===== src/rtl/sqrt_pkg.sv =====
// Shared types and constants for the square-root arbiter and its picker.
package sqrt_pkg;

    localparam int MAG_W  = 16;
    localparam int ROOT_W = 8;

    localparam logic [ROOT_W-1:0] ROOT_ERR = 8'h00;

    typedef enum logic [1:0] {
        S_IDLE  = 2'd0,
        S_ISSUE = 2'd1,
        S_WAIT  = 2'd2,
        S_RESP  = 2'd3
    } state_t;

endpackage


===== src/rtl/rr_pick.sv =====
// Combinational round-robin picker: first set request after 'last', wrapping.
module rr_pick #(
    parameter int N  = 4,
    parameter int IW = $clog2(N)
) (
    input  logic [N-1:0]  req,
    input  logic [IW-1:0] last,
    output logic [N-1:0]  win,
    output logic [IW-1:0] idx
);

    logic          w_found;
    logic [IW-1:0] w_j;

    // Scan N positions starting one past the previous winner; first hit wins.
    always_comb begin
        win     = '0;
        idx     = '0;
        w_found = 1'b0;
        w_j     = '0;
        for (int i = 1; i <= N; i++) begin
            w_j = IW'((int'(last) + i) % N);
            if (!w_found && req[w_j]) begin
                w_found  = 1'b1;
                win[w_j] = 1'b1;
                idx      = w_j;
            end else begin
                w_found = w_found;
            end
        end
    end

endmodule


===== src/rtl/sqrt_arbiter.sv =====
// Round-robin sharing of one external iterative square-root core, with a
// watchdog that turns a missing core_done into an error response.
module sqrt_arbiter
    import sqrt_pkg::*;
#(
    parameter int NREQ    = 4,
    parameter int TIMEOUT = 31
) (
    input  logic                  clk,
    input  logic                  rst_n,
    input  logic [NREQ-1:0]       req,
    input  logic [MAG_W*NREQ-1:0] mag_in,
    output logic [NREQ-1:0]       gnt,
    output logic [NREQ-1:0]       rslt_vld,
    output logic [ROOT_W-1:0]     rslt,
    output logic                  err,
    output logic                  busy,
    output logic                  core_go,
    output logic [MAG_W-1:0]      core_mag,
    input  logic                  core_done,
    input  logic [ROOT_W-1:0]     core_sqrt
);

    localparam int IW = $clog2(NREQ);
    localparam int TW = $clog2(TIMEOUT + 1);

    state_t            r_state;
    state_t            w_next;
    logic [IW-1:0]     r_idx;
    logic [IW-1:0]     r_last;
    logic [NREQ-1:0]   r_win;
    logic [TW-1:0]     r_timer;
    logic              r_err_flag;
    logic [ROOT_W-1:0] r_rslt;
    logic [MAG_W-1:0]  r_core_mag;
    logic [NREQ-1:0]   w_pick_win;
    logic [IW-1:0]     w_pick_idx;
    logic              w_timeout;
    logic [MAG_W-1:0]  w_mag [NREQ];

    for (genvar g = 0; g < NREQ; g++) begin : g_mag
        assign w_mag[g] = mag_in[MAG_W*g +: MAG_W];
    end

    rr_pick #(.N(NREQ), .IW(IW)) u_pick (
        .req  (req),
        .last (r_last),
        .win  (w_pick_win),
        .idx  (w_pick_idx)
    );

    assign w_timeout = (r_timer == TW'(TIMEOUT));

    // Next-state logic; core_done only matters in WAIT and beats the timeout.
    always_comb begin
        w_next = r_state;
        case (r_state)
            S_IDLE:  w_next = (|req) ? S_ISSUE : S_IDLE;
            S_ISSUE: w_next = S_WAIT;
            S_WAIT:  w_next = (core_done || w_timeout) ? S_RESP : S_WAIT;
            S_RESP:  w_next = S_IDLE;
            default: w_next = S_IDLE;
        endcase
    end

    // State register.
    always_ff @(posedge clk) begin
        if (!rst_n) begin
            r_state <= S_IDLE;
        end else begin
            r_state <= w_next;
        end
    end

    // Job datapath: winner capture, watchdog timer, result and pointer update.
    always_ff @(posedge clk) begin
        if (!rst_n) begin
            r_idx      <= '0;
            r_last     <= IW'(NREQ - 1);
            r_win      <= '0;
            r_timer    <= '0;
            r_err_flag <= 1'b0;
            r_rslt     <= ROOT_ERR;
            r_core_mag <= '0;
        end else begin
            case (r_state)
                S_IDLE: begin
                    if (|req) begin
                        r_idx      <= w_pick_idx;
                        r_win      <= w_pick_win;
                        r_core_mag <= w_mag[w_pick_idx];
                        r_timer    <= '0;
                    end else begin
                        r_timer    <= r_timer;
                    end
                end
                S_WAIT: begin
                    if (!w_timeout) begin
                        r_timer <= r_timer + TW'(1);
                    end else begin
                        r_timer <= r_timer;
                    end
                    if (core_done) begin
                        r_rslt     <= core_sqrt;
                        r_err_flag <= 1'b0;
                    end else if (w_timeout) begin
                        r_rslt     <= ROOT_ERR;
                        r_err_flag <= 1'b1;
                    end else begin
                        r_rslt     <= r_rslt;
                    end
                end
                S_RESP:  r_last  <= r_idx;
                default: r_timer <= r_timer;
            endcase
        end
    end

    assign gnt      = (r_state == S_ISSUE) ? r_win : '0;
    assign rslt_vld = (r_state == S_RESP)  ? r_win : '0;
    assign err      = (r_state == S_RESP) & r_err_flag;
    assign busy     = (r_state != S_IDLE);
    assign core_go  = (r_state == S_ISSUE);
    assign rslt     = r_rslt;
    assign core_mag = r_core_mag;

endmodule


===== config.mk =====
export PLATFORM = sky130hd
export DESIGN_NAME = sqrt_arbiter
export DESIGN_NICKNAME = d
export VERILOG_FILES = /design/src/rtl/sqrt_pkg.sv /design/src/rtl/rr_pick.sv /design/src/rtl/sqrt_arbiter.sv
export SDC_FILE = /design/constraint.sdc
export NUM_CORES = 1
export LEC_CHECK = 0
export CORE_ASPECT_RATIO = 1.2
export CORE_UTILIZATION = 40
export CTS_CLUSTER_DIAMETER = 60
export DETAILED_ROUTE_END_ITERATION = 7
export PLACE_DENSITY = 0.75
export SYNTH_ARGS = -nofsm -noshare
export SYNTH_HDL_FRONTEND = slang
export SYNTH_SLANG_ARGS = --single-unit

===== constraint.sdc =====
create_clock -name clk -period 3.4 [get_ports clk]
set_input_delay 0.68 -clock clk [delete_from_list [all_inputs] [get_ports clk]]
set_output_delay 0.68 -clock clk [all_outputs]
set_load 0.005 [all_outputs]

# Word-level counts from Yosys, hierarchy flattened
# Index checks and enable logic that the tools add are counted.
[classes]
n_addsub = 5
order_cmp = 9
eq_ne = 6
mux = 42
bitwise = 5
n_reduce_logical = 19
[ops]
columns = ["operator", "count"]
rows = [
  ["$bmux W16 S2", 1],
  ["$mux W16", 2],
  ["$mux W4", 6],
  ["$mux W8", 2],
  ["$mux W1", 15],
  ["$lt A2 B3 Y1 const B", 4],
  ["$or A4 B4 Y4", 3],
  ["$mux W5", 2],
  ["$pmux W5 S2", 1],
  ["$bmux W1 S2", 4],
  ["$demux W1 S2", 4],
  ["$ge A2 B1 Y1 const B", 4],
  ["$mux W2", 4],
  ["$pmux W2 S4", 1],
  ["$logic_and A1 B1 Y1", 7],
  ["$reduce_bool A2 Y1", 3],
  ["$add A5 B1 Y5 const B", 1],
  ["$eq A5 B5 Y1 const B", 1],
  ["$add A2 B1 Y2 const B", 2],
  ["$add A2 B2 Y2 const B", 2],
  ["$eq A2 B2 Y1 const B", 2],
  ["$ne A2 B2 Y1 const B", 2],
  ["$reduce_and A2 Y1", 2],
  ["$reduce_or A4 Y1", 1],
  ["other kinds (8)", 10],
]
[word_totals]
register_bits = 40
out_inout_bits = 35
word_cells = 94

# Logic depth before layout (Yosys ltp)
[logic_depth]
word_depth = 17
mapped_depth = 12
depth_no_buf = 9

# Cells and area by module
# Synthesis repeated with hierarchy kept, for this count alone.
[unflattened]
cells_unflattened = 261
area_unflattened_um2 = 2642.5
[modules_own_cells]
columns = ["module", "n_inst", "cells_per_inst", "area_per_inst_um2", "seq_area_each_um2"]
rows = [
  ["sqrt_arbiter", 1, 193, 2097.0, 800.8],
  ["rr_pick", 1, 68, 545.5, 0.0],
]

# Worst setup path before layout
# Ideal clock, no wire load.
[synth_timing]
path_kind = "flip-flop to flip-flop"
startpoint = "register r_last[0]"
endpoint = "register r_core_mag[15], in the netlist core_mag[15]"
setup_time_ps = 122
arrival_ps = 3204
required_ps = 3278
path_slack_ps = 74
stages_incl_launch_ff = 12
path_buffers = 3
path_cell_list = "dfxtp_1 > buf_6 > clkbuf_1 > inv_1 > ha_1 > buf_2 > mux2i_1 > o22ai_1 > o31ai_2 > mux2_2 > and3_1 > a311o_1"
[synth_via]
elab_chain_cells = 17
word_cells_on_any_way = 29
[synth_lines]
columns = ["element", "line", "rtl"]
rows = [
  ["from (decl)", "sqrt_arbiter.sv:30", "logic [IW-1:0] r_last;"],
  ["from (signal assigned)", "sqrt_arbiter.sv:79", "r_last <= IW'(NREQ - 1);"],
  ["from (signal assigned)", "sqrt_arbiter.sv:113", "S_RESP: r_last <= r_idx;"],
  ["$add A2 B1 Y2", "rr_pick.sv:22", "w_j = IW'((int'(last) + i) % N);"],
  ["$bmux W1 S2", "rr_pick.sv:23", "if (!w_found && req[w_j]) begin"],
  ["$mux W1 (not written as such)", "rr_pick.sv:23", ""],
  ["$mux W1", "rr_pick.sv:23", ""],
  ["$logic_not A1 Y1", "rr_pick.sv:23", ""],
  ["$logic_and A1 B1 Y1", "rr_pick.sv:23", ""],
  ["$mux W1", "rr_pick.sv:23", ""],
  ["$logic_not A1 Y1", "rr_pick.sv:23", ""],
  ["$logic_and A1 B1 Y1", "rr_pick.sv:23", ""],
  ["$mux W1", "rr_pick.sv:23", ""],
  ["$logic_not A1 Y1", "rr_pick.sv:23", ""],
  ["$logic_and A1 B1 Y1", "rr_pick.sv:23", ""],
  ["$mux W2 *", "rr_pick.sv:23", ""],
  ["$not A2 Y3 (not written as such) *", "sqrt_arbiter.sv:91", "r_core_mag <= w_mag[w_pick_idx];"],
  ["$bmux W16 S2 *", "sqrt_arbiter.sv:91", ""],
  ["$mux W16 (not written as such) * (2 in series)", "sqrt_arbiter.sv:91", ""],
  ["to (signal assigned)", "sqrt_arbiter.sv:91", ""],
  ["to (decl)", "sqrt_arbiter.sv:35", "logic [MAG_W-1:0] r_core_mag;"],
]
# Every way passes the cells marked *; elsewhere a longest branch is shown, timed or not. The select of a mux whose other input is x is not followed.
# A chain may end at the register's enable or synchronous reset.

# Worst setup path after layout
[layout_timing]
startpoint = "register r_last[0]"
endpoint = "register r_core_mag[2], in the netlist core_mag[2]"
# The elaborated chain is that of the path after synthesis.

==> flow_summary_export.csv <==
group,metric,value,unit
routing,ant_nets,0,
worst_setup_path,critPathSlowestCell,"or3_2",
worst_setup_path,start_kind,"flip-flop",
clocking,cts_setup_buffers,0,
grt,antenna_found_initial,0,
sta,clock_skew,0.00819,ns
synth,syn_inst,348,
die,boundaryPins,114,
worst_setup_path,max_stage_delay,0.75,ns
placed_design,hpwl,6.55,mm
worst_setup_path,crit_buf_inv,1,
sta,max_slew_margin,56.3,%
synth,ys_warn_count,0,
routing,vias_per_cell,5.57,
synth,async_flop_share,0,%
placed_design,io_buffers,113,
routing,wire_per_inst,16.0,µm
synth,synth_area_leaders,"dfxtp_1, mux2i_1, ha_1, o211ai_1, o311ai_0",
sta,slew_violations,0,
die,dieArea,0.00772,mm²
synth,synth-seq-cells,40,
sta,period_needed,3.09,ns
grt,grt_max_degree,45,
worst_setup_path,worst_setup_path_end_kind,"flip-flop",
run,max-cap-violations,0,
worst_setup_path,cp.arrival,3.25,ns
run_status,status,"completed",
synth,synthesis.nets,442,
synth,syn_area,0.00295,mm²
power_and_ir_drop,total_power,1.95,mW
worst_setup_path,r2r_setup_slack,0.31,ns
power_and_ir_drop,peakVddDrop,0.265,mV
placed_design,dpl.cell_count,539,
synth,synth_commonest_cells,"dfxtp_1, mux2i_1, nand2_1",
synth,yosysUniqueCellTypes,45,
finish,diodes,0,
die,die_w,80.4,µm
synth,synth_seq_area_share,27.1,%
worst_setup_path,critical_path_class,"flip-flop to flip-flop",
routing,first_iter_violations,143,
synth,synth_area_leader_cell,"dfxtp_1",
synth,synth_most_common_cell,"dfxtp_1",
sta,rsz0062_at_grt,"false",
finish,nNetsFinal,553,
clocking,clock-sinks,40,
clocking,clk_pin_slew_worst_paths,0.09,ns
min_path,hp-class,"flip-flop to flip-flop",
finish,layoutNonFillerInstCount,547,
clocking,clock_latency,0.30,ns
routing,routed_wl,8.75,mm
finish,area_growth,47.0,%
sta,hold_violations,0,
power_and_ir_drop,p_leak,1.72,nW
synth,yosysTopAreaCellShare,27.1,%
clocking,tritoncts,"built",
grt,grt_pass1_vias,2866,
grt,overflow,0,
sta,fin_tns_setup,0,ns
synth,ys.flop_type,"dfxtp_1",
power_and_ir_drop,cellPowerDensity,450,mW/mm²
clocking,clockRootBuffer,"clkbuf_8",
clocking,htreeDepth,2,
routing,drc,0,
synth,synth_edf_count,0,
synth,synth.avg_cell_area,8.48,µm²
sta,fmax,323,MHz
sta,worst_slew_pin_slew,0.652,ns
grt,grt_usage,22.8,%
routing,drtPass1Iterations,4,
worst_setup_path,cp_max_fo,29,
die,die_y,96.1,µm
placed_design,gp_congestion,0.836,
routing,dr_total_vias,3047,
die,coreArea,0.00698,mm²
worst_setup_path,critical_path.top_delay_family,"simple AND/OR/NAND/NOR gates",
grt,grt_pass1_wl,13.8,mm
finish,final_layout_size_suffix_gt1_share,9.35,%
die,start_util,42.3,%
sta,setup_violations,0,
die,rows,33,
worst_setup_path,worstPathRequired,3.56,ns
sta,min_period_over_period,91.0,%
clocking,cts_buffers,5,
clocking,cts_buffer_depth,2,
worst_setup_path,crit_chain,"inv_1, ha_2, mux2i_1, nand2_1, or3_2, and3_1, o211ai_1, o311ai_0",
## repair_timing
item                                    CTS  global route
hold buffers                              0             0
endpoints found under the hold margin     0             0
resized for setup                         0             2
endpoints found under the setup margin    0            15
## kinds of logic (layout without fill, tap and decap cells)
kind of cell | Yosys count | count (layout) | share of synthesized area, %
muxes | 45 | 45 | 17.1
and+or+nand+nor | 96 | 96 | 17.8
xor gates and xnor gates | 2 | 2 | 0.594
AOI/OAI and AO/OA | 100 | 100 | 23.7
buffers and inverters | 50 | 162 | 7.34
DFF | 40 | 40 | 27.1
adders and majority gates | 15 | 15 | 6.36
## registers in the layout, indices dropped and copies added, names as in the netlist
| name | count |
|---|---|
| r_win | 4 |
| r_last | 2 |
| rslt | 8 |
| r_idx | 2 |
| r_state | 2 |
| r_timer | 5 |
| r_err_flag | 1 |
| core_mag | 16 |
## per-stage QoR
step,util (%),area (µm²),hold slack [ns],worst slack (ns)
floorplan,-,2950,0.437,0.0740
global placement,60.5,4220,0.449,0.260
detailed placement,60.5,4220,0.457,0.150
CTS,62.1,4330,0.478,0.131
global route,62.2,4340,0.510,0.0776
finish,62.2,4340,0.475,0.307
## power breakdown
part           switching, mW  internal, mW
combinational          0.436         0.485
clock                  0.188         0.221
sequential            0.0577         0.563
## placed cells by master (no fill, tap or decap), types with 11 or more instances in the layout
cell type / n
ha_1: 14
clkdlybuf4s50_1: 113
o211ai_1: 18
nand2_1: 27
a21oi_1: 11
o21ai_0: 14
o311ai_0: 15
mux2i_1: 38
buf_4: 21
and2_1: 16
inv_1: 20
dfxtp_1: 40
o22ai_1: 16
a22oi_1: 12
and3_1: 17
## final timing paths
path | endpoint | depth (start not counted) | start
worst max-delay path | core_mag[2]$_SDFFE_PN0P_ | 8 | r_last[0]$_SDFFE_PN1N_
worst min-delay path | core_mag[7]$_SDFFE_PN0P_ | 2 | core_mag[7]$_SDFFE_PN0P_
worst max register to register | core_mag[2]$_SDFFE_PN0P_ | 8 | r_last[0]$_SDFFE_PN1N_
worst min register to register | core_mag[7]$_SDFFE_PN0P_ | 2 | core_mag[7]$_SDFFE_PN0P_
## per-layer routing
layer,global-route usage (%),up-vias,part of all wire (%)
met5,0,-,0
met4,6.10,0,1.5
met3,4.55,15,7.1
met1,27.4,1399,43
met2,41.0,117,48
li1,-,1516,-
## cell type report
cell class,instances,area [µm²]
fill,606,2640
multi-input combinational,258,1950
timing repair buffer,134,1290
sequential,40,801
tap,87,109
inverter,20,75.1
clock buffer,5,68.8
clock inverter,3,46.3
## worst register-to-register path, cell delays in order (launching register included)
cell	delay [ns]
dfxtp_1	0.45
inv_1	0.20
ha_2	0.53
mux2i_1	0.28
nand2_1	0.13
or3_2	0.75
and3_1	0.29
o211ai_1	0.16
o311ai_0	0.16
No activity file was read; power rests on OpenSTA's default activity.
